### config.mk
export PLATFORM = sky130hd
export DESIGN_NAME = sdram_pattern_tester
export DESIGN_NICKNAME = d
export VERILOG_FILES = /design/src/rtl/sdram_pattern_tester.sv
export SDC_FILE = /design/constraint.sdc
export NUM_CORES = 1
export LEC_CHECK = 0
export ABC_AREA = 1
export ABC_CLOCK_PERIOD_IN_PS = 3150
export CORE_AREA = 3 3 176 178
export CTS_CLUSTER_SIZE = 12
export DETAILED_ROUTE_END_ITERATION = 10
export DIE_AREA = 0 0 179 181
export PLACE_DENSITY = 0.86
export SLEW_MARGIN = 40
export SYNTH_ARGS = -nofsm -noshare
export SYNTH_HDL_FRONTEND = slang
export SYNTH_SLANG_ARGS = --single-unit
### constraint.sdc
create_clock -name clk -period 3.15 [get_ports clk]
set_input_delay 0.4725 -clock clk [delete_from_list [all_inputs] [get_ports clk]]
set_output_delay 0.4725 -clock clk [all_outputs]
set_load 0.05 [all_outputs]
### src/rtl/sdram_pattern_tester.sv
// SDRAM pattern exerciser: writes a pattern window through the controller
// command FIFO, reads it back with pipelined reads and checks every word.
module sdram_pattern_tester #(
    parameter logic [23:0] BASE_ADDR       = 24'h001000,
    parameter int unsigned NUM_WORDS       = 256,
    parameter logic [23:0] ADDR_STRIDE     = 24'd1,
    parameter int unsigned MAX_OUTSTANDING = 4,
    parameter logic [15:0] LFSR_SEED       = 16'hACE1
) (
    input  logic        clk,
    input  logic        reset_n_i,
    input  logic        start_i,
    input  logic        abort_i,
    input  logic [1:0]  mode_i,
    input  logic        loop_i,
    output logic [59:0] writer_d_o,
    output logic        writer_enq_o,
    input  logic        writer_full_i,
    input  logic [15:0] reader_q_i,
    output logic        reader_deq_o,
    input  logic        reader_empty_i,
    output logic        busy_o,
    output logic        done_o,
    output logic        pass_o,
    output logic        error_o,
    output logic [15:0] err_count_o,
    output logic [23:0] first_err_addr_o,
    output logic [15:0] first_err_data_o,
    output logic [15:0] pass_count_o
);

    localparam int CW = 25;
    localparam logic [CW-1:0] NW = CW'(NUM_WORDS);
    localparam logic [3:0] MO = 4'(MAX_OUTSTANDING);

    typedef enum logic [2:0] {
        S_IDLE,
        S_WRITE,
        S_READ,
        S_DRAIN,
        S_DONE
    } state_t;

    state_t state, state_nx;

    logic [1:0]    mode;
    logic [CW-1:0] wr_cnt, rd_cnt, chk_cnt;
    logic [23:0]   wr_addr, rd_addr, chk_addr;
    logic [15:0]   wr_lfsr, chk_lfsr;
    logic [3:0]    outstanding;
    logic          chk_valid;
    logic          aborted;

    logic          can_cmd, wr_issue, rd_issue, deq_issue;
    logic          pass_end, start_ok, enter_write, enter_drain;
    logic          mismatch;
    logic [15:0]   chk_exp;

    // x^16+x^14+x^13+x^11+1, Fibonacci form shifting towards bit 0
    function automatic logic [15:0] lfsr_next(input logic [15:0] s);
        return {s[0] ^ s[2] ^ s[3] ^ s[5], s[15:1]};
    endfunction

    function automatic logic [15:0] pattern(
        input logic [1:0]  m,
        input logic [23:0] a,
        input logic [3:0]  i,
        input logic [15:0] l
    );
        logic [15:0] p;
        unique case (m)
            2'd0:    p = a[15:0];
            2'd1:    p = l;
            2'd2:    p = 16'd1 << i;
            default: p = ~a[15:0];
        endcase
        return p;
    endfunction

    always_comb begin
        can_cmd   = !writer_full_i && !writer_enq_o && !abort_i;
        wr_issue  = (state == S_WRITE) && can_cmd && (wr_cnt < NW);
        rd_issue  = (state == S_READ) && can_cmd && (rd_cnt < NW)
                    && (outstanding < MO);
        deq_issue = (state == S_READ || state == S_DRAIN)
                    && !reader_empty_i && (outstanding != 4'd0)
                    && !reader_deq_o;
        pass_end  = (state == S_READ) && (chk_cnt == NW);
        start_ok  = start_i && (state == S_IDLE || state == S_DONE);
        chk_exp   = pattern(mode, chk_addr, chk_cnt[3:0], chk_lfsr);
        mismatch  = chk_valid && (reader_q_i != chk_exp);
    end

    always_ff @(posedge clk or negedge reset_n_i) begin
        if (!reset_n_i) state <= S_IDLE;
        else            state <= state_nx;
    end

    always_comb begin
        state_nx = state;
        unique case (state)
            S_IDLE, S_DONE: begin
                if (start_i) state_nx = S_WRITE;
            end
            S_WRITE: begin
                if (abort_i)           state_nx = S_DRAIN;
                else if (wr_cnt == NW) state_nx = S_READ;
            end
            S_READ: begin
                if (pass_end)
                    state_nx = (loop_i && !abort_i) ? S_WRITE : S_DONE;
                else if (abort_i)
                    state_nx = S_DRAIN;
            end
            S_DRAIN: begin
                if (outstanding == 4'd0 && !reader_deq_o && !chk_valid)
                    state_nx = S_DONE;
            end
            default: state_nx = S_IDLE;
        endcase
    end

    always_comb begin
        busy_o  = (state == S_WRITE) || (state == S_READ)
                  || (state == S_DRAIN);
        done_o  = (state == S_DONE);
        pass_o  = (state == S_DONE) && (err_count_o == 16'd0) && !aborted;
        error_o = (err_count_o != 16'd0);
    end

    always_comb begin
        enter_write = (state_nx == S_WRITE) && (state != S_WRITE);
        enter_drain = (state_nx == S_DRAIN) && (state != S_DRAIN);
    end

    always_ff @(posedge clk or negedge reset_n_i) begin
        if (!reset_n_i) begin
            writer_d_o       <= '0;
            writer_enq_o     <= 1'b0;
            reader_deq_o     <= 1'b0;
            chk_valid        <= 1'b0;
            mode             <= 2'd0;
            wr_cnt           <= '0;
            rd_cnt           <= '0;
            chk_cnt          <= '0;
            wr_addr          <= '0;
            rd_addr          <= '0;
            chk_addr         <= '0;
            wr_lfsr          <= LFSR_SEED;
            chk_lfsr         <= LFSR_SEED;
            outstanding      <= 4'd0;
            aborted          <= 1'b0;
            err_count_o      <= 16'd0;
            first_err_addr_o <= 24'd0;
            first_err_data_o <= 16'd0;
            pass_count_o     <= 16'd0;
        end else begin
            writer_enq_o <= wr_issue || rd_issue;
            reader_deq_o <= deq_issue;
            chk_valid    <= reader_deq_o;

            if (wr_issue)
                writer_d_o <= {19'd0, 1'b1, wr_addr,
                               pattern(mode, wr_addr, wr_cnt[3:0], wr_lfsr)};
            else if (rd_issue)
                writer_d_o <= {19'd0, 1'b0, rd_addr, 16'd0};

            if (rd_issue && !deq_issue)
                outstanding <= outstanding + 4'd1;
            else if (!rd_issue && deq_issue)
                outstanding <= outstanding - 4'd1;

            if (wr_issue) begin
                wr_cnt  <= wr_cnt + CW'(1);
                wr_addr <= wr_addr + ADDR_STRIDE;
                wr_lfsr <= lfsr_next(wr_lfsr);
            end

            if (rd_issue) begin
                rd_cnt  <= rd_cnt + CW'(1);
                rd_addr <= rd_addr + ADDR_STRIDE;
            end

            if (chk_valid) begin
                chk_cnt  <= chk_cnt + CW'(1);
                chk_addr <= chk_addr + ADDR_STRIDE;
                chk_lfsr <= lfsr_next(chk_lfsr);
            end

            if (mismatch) begin
                if (err_count_o == 16'd0) begin
                    first_err_addr_o <= chk_addr;
                    first_err_data_o <= reader_q_i;
                end
                if (err_count_o != 16'hFFFF)
                    err_count_o <= err_count_o + 16'd1;
            end

            if (pass_end)
                pass_count_o <= pass_count_o + 16'd1;

            if (enter_drain)
                aborted <= 1'b1;

            if (enter_write) begin
                wr_cnt   <= '0;
                rd_cnt   <= '0;
                chk_cnt  <= '0;
                wr_addr  <= BASE_ADDR;
                rd_addr  <= BASE_ADDR;
                chk_addr <= BASE_ADDR;
            end

            // an aborted run leaves the checker behind the writer; realign
            if (start_ok) begin
                mode             <= mode_i;
                aborted          <= 1'b0;
                err_count_o      <= 16'd0;
                first_err_addr_o <= 24'd0;
                first_err_data_o <= 16'd0;
                pass_count_o     <= 16'd0;
                chk_lfsr         <= wr_lfsr;
            end
        end
    end

endmodule
* Word-level counts from Yosys, hierarchy flattened
Index checks and enable logic that the tools add are counted.
** Word-level totals
- Register bits after elaboration :: 324
- Bits of input ports :: 25
- Output and inout port bits :: 138
- Logic and storage cells :: 154
** Operators by class
- Add/sub/neg operators :: 10
- Magnitude comparators :: 3
- Equality and inequality tests :: 14
- Shift operators :: 2
- Muxes and demuxes :: 41
- Bitwise logic cells :: 8
- Reduce and logical (&&, ||, !) cells :: 56
** Operators by type and width (number)
- 2-to-1 mux 24 bit :: 9
- 2-to-1 mux 16 bit :: 10
- 2-to-1 mux 25 bit :: 6
- 2-to-1 mux 60 bit :: 2
- case mux 16 bit (3 select lines) :: 2
- adder 25 x 1 -> 25 bit, second input constant :: 3
- adder 24 x 1 -> 24 bit, second input constant :: 3
- == test 25 x 9 -> 1 bit, second input constant :: 2
- less-than comparator 25 x 9 -> 1 bit, second input constant :: 2
- adder 16 x 1 -> 16 bit, second input constant :: 2
- NOT 16 bit :: 2
- << shifter 1 x 4 -> 16 bit, first input constant :: 2
- logical AND 1 bit :: 22
- nonzero test 2 bit :: 11
- 2-to-1 mux 3 bit :: 7
- logical NOT 16 bit :: 1
- inequality test 16 bit :: 1
- inequality test 16 bit, second input constant :: 1
- nonzero test 16 bit :: 1
- case mux 3 bit (4 select lines) :: 1
- == test 3 x 2 -> 1 bit, second input constant :: 3
- logical NOT 1 bit :: 9
- 2-to-1 mux 4 bit :: 2
- == test 3 x 1 -> 1 bit, second input constant :: 2
- 17 further kinds :: 28

* Logic depth before layout (Yosys ltp)
- Depth after elaboration :: 10
- Mapped depth :: 18
- Gate-level depth less buffers :: 16

* Worst setup path after synthesis
OpenSTA, ideal clock, no wires.
- Path type :: reg2out
- Start :: reg err_count_o[0]
- End :: out pass_o
- Data arrival time :: 3.168 ns
- Data required time :: 2.677 ns
- Slack :: -0.491 ns
- Cell stages (with the launch flop) :: 7
- Buffers on the path :: 0
- Cell sequence :: dfrtp_1 -> inv_1 -> ha_1 -> nand4_1 -> nor4_1 -> nand3_1 -> nor4_1
** On the way
- Cells in the longest elaborated chain, start to end :: 3
** Ends and longest elaborated chain
- from (decl) :: line 26 : output logic [15:0] err_count_o,
- from (signal assigned) :: line 196 : err_count_o <= err_count_o + 16'd1;
- logical NOT 16 bit :: line 127 : pass_o = (state == S_DONE) && (err_count_o == 16'd0) && !aborted;
- logical AND 1 bit (2 in a row) :: line 127
- to (decl) :: line 24 : output logic pass_o,
No other way between the ends.

* Worst setup path after layout
Ends and elaborated chain as after synthesis.

==> results_dict.tcl <==
set metrics [dict create \
    diodes 0 \
    crit_buf_inv 2 \
    finClkSkew_ns 0.0166 \
    gp_congestion 0.997 \
    tritoncts "built" \
    utilization_pct 67.3 \
    insertion_delay_ns 0.52 \
    synth_top_family_by_area "simple AND/OR/NAND/NOR gates" \
    antenna_left 0 \
    crit_path_cell_trace "inv_1, ha_1, nand4_1, nor4_1, nand3_1, nor4_2, dlygate4sd2_1" \
    syn_to_final_growth_pct 16.2 \
    setup_viol 0 \
    synthMuxAreaShare_pct 0 \
    wire_per_inst_um 16.9 \
    rows 63 \
    clkSlewWorstSetupHoldPaths_ns 0.06 \
    clockBufferDepth 3 \
    cp-start-kind "register" \
    cts_buffers 35 \
    min_path_type "register to register" \
    async_flop_share_pct 100 \
    cp_max_fo 6 \
    reg2reg_setup_slack_ns 0.30 \
    grt_pass1_vias 15688 \
    boundaryPins 163 \
    die_area_sq_um 32400 \
    placed_area_sq_um 18800 \
    worst_ep_required_time_ns 2.68 \
    crit_family "simple AND/OR/NAND/NOR gates" \
    synth_compound_area_share_pct 8.28 \
    synth.avg_cell_area_sq_um 7.53 \
    fmax_mhz 328 \
    yosys_warnings 0 \
    initial_core_util_pct 57.9 \
    whs_endpoint "chk_valid" \
    drc_errors 0 \
    core_area_sq_um 29600 \
    status "finished, final reports clean" \
    yosys_register_bits 305 \
    nNetsFinal 2439 \
    p_per_area_nw_per_um2 933 \
    grt_max_degree 89 \
    drt-vias-per-instance 5.73 \
    p_sw_mw 8.68 \
    crit_slowest_cell "dlygate4sd2_1" \
    yosys.area_share.simple_pct 32.1 \
    ys.flop_type "dfrtp_1" \
    antenna_found_initial 1 \
    finalMaxSlewViolations 0 \
    power_frac_seq_pct 31.4 \
    dpl.hpwl_um 33600 \
    cp.arrival_ns 2.57 \
    clkPwrFrac_pct 21.4 \
    ys_types 51 \
    cts_root_buf "clkbuf_16" \
    end_kind "output pin" \
    grt.total_usage_pct 29.1 \
    rr_startpoint "mode[0]" \
    reg2reg_to "err_count_o[3]" \
    setup_tns_ns 0 \
    synth_xor_area_share_pct 3.58 \
    synthAdderAreaFrac_pct 1.73 \
    swShare_pct 46.8 \
    worst_slew_pin_slew_ns 0.718 \
    drt_iter0_markers 1605 \
    hold_viol 0 \
    worst-setup-path-type "register to output pin" \
    peakVddDrop_mv 0.738 \
    synth_edf_count 0 \
    vias 16040 \
    num-fill-cells 2462 \
    pwr-share-comb_pct 47.2 \
    finalCritPeriodShare_pct 96.7 \
    drt_wl_total_um 47200 \
    min_path_cells 0 \
    p_int_mw 9.87 \
    synth.area.top_cells "dfrtp_1 42%, nand2_1 12%, nor2_1 6.9%" \
    synthTopCellsByCount "540 x nand2_1, 315 x nor2_1, 289 x dfrtp_1" \
    clock-sinks 305 \
    r2r_cells 15 \
    synthCells 2273 \
    max-cap-violations 0 \
    syn-cell-area_sq_um 17100 \
    portBuffers 143 \
    cts-htree-levels 2 \
    leakage_nw 9.21 \
    min_period_ns 3.05 \
    post_cts_buffers 0 \
    yosysTopAreaCellShare_pct 42.3 \
    final_layout_size_suffix_gt1_share_pct 5.56 \
    min_from "reader_deq_o" \
    stdcell_area_sq_um 19900 \
    max_stage_delay_ns 0.59 \
    die_x_um 179 \
    rsz0062_at_grt "false" \
    grt.overflow.total 0 \
    synth.most_common_cell "nand2_1" \
    ys_seq_area_share_pct 44.7 \
    post-synth-top-area-cell "dfrtp_1" \
    slew_headroom_pct 52.1 \
    die_h_um 181 \
    grt_pass1_wl_um 77400 \
    dr.pass1.iters 6 \
]
[state kept, by name, summed over array words and instances, names as in the netlist]
signal,flops
aborted,1
chk_addr,24
chk_cnt,25
chk_lfsr,16
chk_valid,1
err_count_o,16
first_err_addr_o,24
first_err_data_o,16
mode,2
outstanding,4
pass_count_o,16
rd_addr,24
rd_cnt,25
reader_deq_o,1
state,3
wr_addr,24
wr_cnt,25
wr_lfsr,16
writer_d_o,41
writer_enq_o,1
[area by class of cell]
class | instances | area, sq um | share of cell area (%)
Clock buffer | 49 | 1030 | 5.18
Clock inverter | 6 | 82.6 | 0.415
Inverter | 258 | 971 | 4.88
Multi-Input combinational cell | 1615 | 7910 | 39.8
Sequential cell | 305 | 7650 | 38.5
Tap cell | 390 | 488 | 2.45
Timing Repair Buffer | 176 | 1750 | 8.79
[power groups by stage]
stage / Combinational (mW) / Sequential (mW) / Clock (mW)
4_1_cts: 8.70 / 5.79 / 4.04
6_report: 8.76 / 5.82 / 3.98
5_1_grt: 9.47 / 5.94 / 4.21
2_1_floorplan: 4.38 / 7.46 / 0
3_3_place_gp: 8.44 / 5.81 / 0
3_5_place_dp: 8.63 / 5.84 / 0
[what timing repair did]
| item | CTS | global route |
|---|---|---|
| setup endpoints to repair | 1 | 40 |
| endpoints found under the hold margin | 9 | 0 |
| hold buffers | 1 | 0 |
| resized for setup | 1 | 2 |
[cells by family (layout without fill, tap and decap cells)]
kind of cell	after synthesis	in the layout
AOI/OAI and AO/OA	250	250
xor gates and xnor gates	70	70
adders and majority gates	23	23
buffers and inverters	371	489
DFF	305	305
other	1	19
and+or+nand+nor	1253	1253
[layer usage]
metal / vias up / routed length (um) / global-route usage (%) / part of all wire [%]
li1: 7605 / - / - / -
met1: 7601 / 19500 / 38.0 / 41
met2: 672 / 22400 / 48.0 / 48
met3: 160 / 3190 / 4.25 / 6.8
met4: 2 / 2090 / 13.0 / 4.4
met5: - / 11 / 0 / 0.023
[how the worst max path moves through the flow]
stage	start	to	slack, ns	depth (start not counted)
global route	err_count_o[0]	pass_o	0.01	7
floorplan	err_count_o[0]	pass_o	0.08	6
CTS	mode[1]	first_err_addr_o[15]	0.09	13
global placement	err_count_o[0]	pass_o	0.31	7
detailed placement	mode[1]	first_err_addr_o[8]	0.15	13
finish	err_count_o[0]	pass_o	0.10	7
[metrics by stage]
step                      hold WS (ns)  setup WS, ns  power (mW)  cells
after floorplan                  0.177        0.0824        11.8   2291
after global placement           0.430         0.307        14.3   2743
after detailed placement         0.428         0.149        14.5   2743
after CTS                        0.441        0.0925        18.5   2799
after global routing             0.455        0.0139        19.6   2799
final                            0.440         0.103        18.6   2799
[layout by cell type, fill, tap and decap left out, drive strengths merged, types with 26 or more instances in the layout]
master and count:
nand2 546, nor2 322, dfrtp 289, inv 257, clkdlybuf4s50 141, nand3 129, o21ai 118, nor3 105
nand4 99, a21oi 77, xor2 58, clkbuf 49, buf 33, nor4 26
No activity file was read; power rests on OpenSTA's default activity.
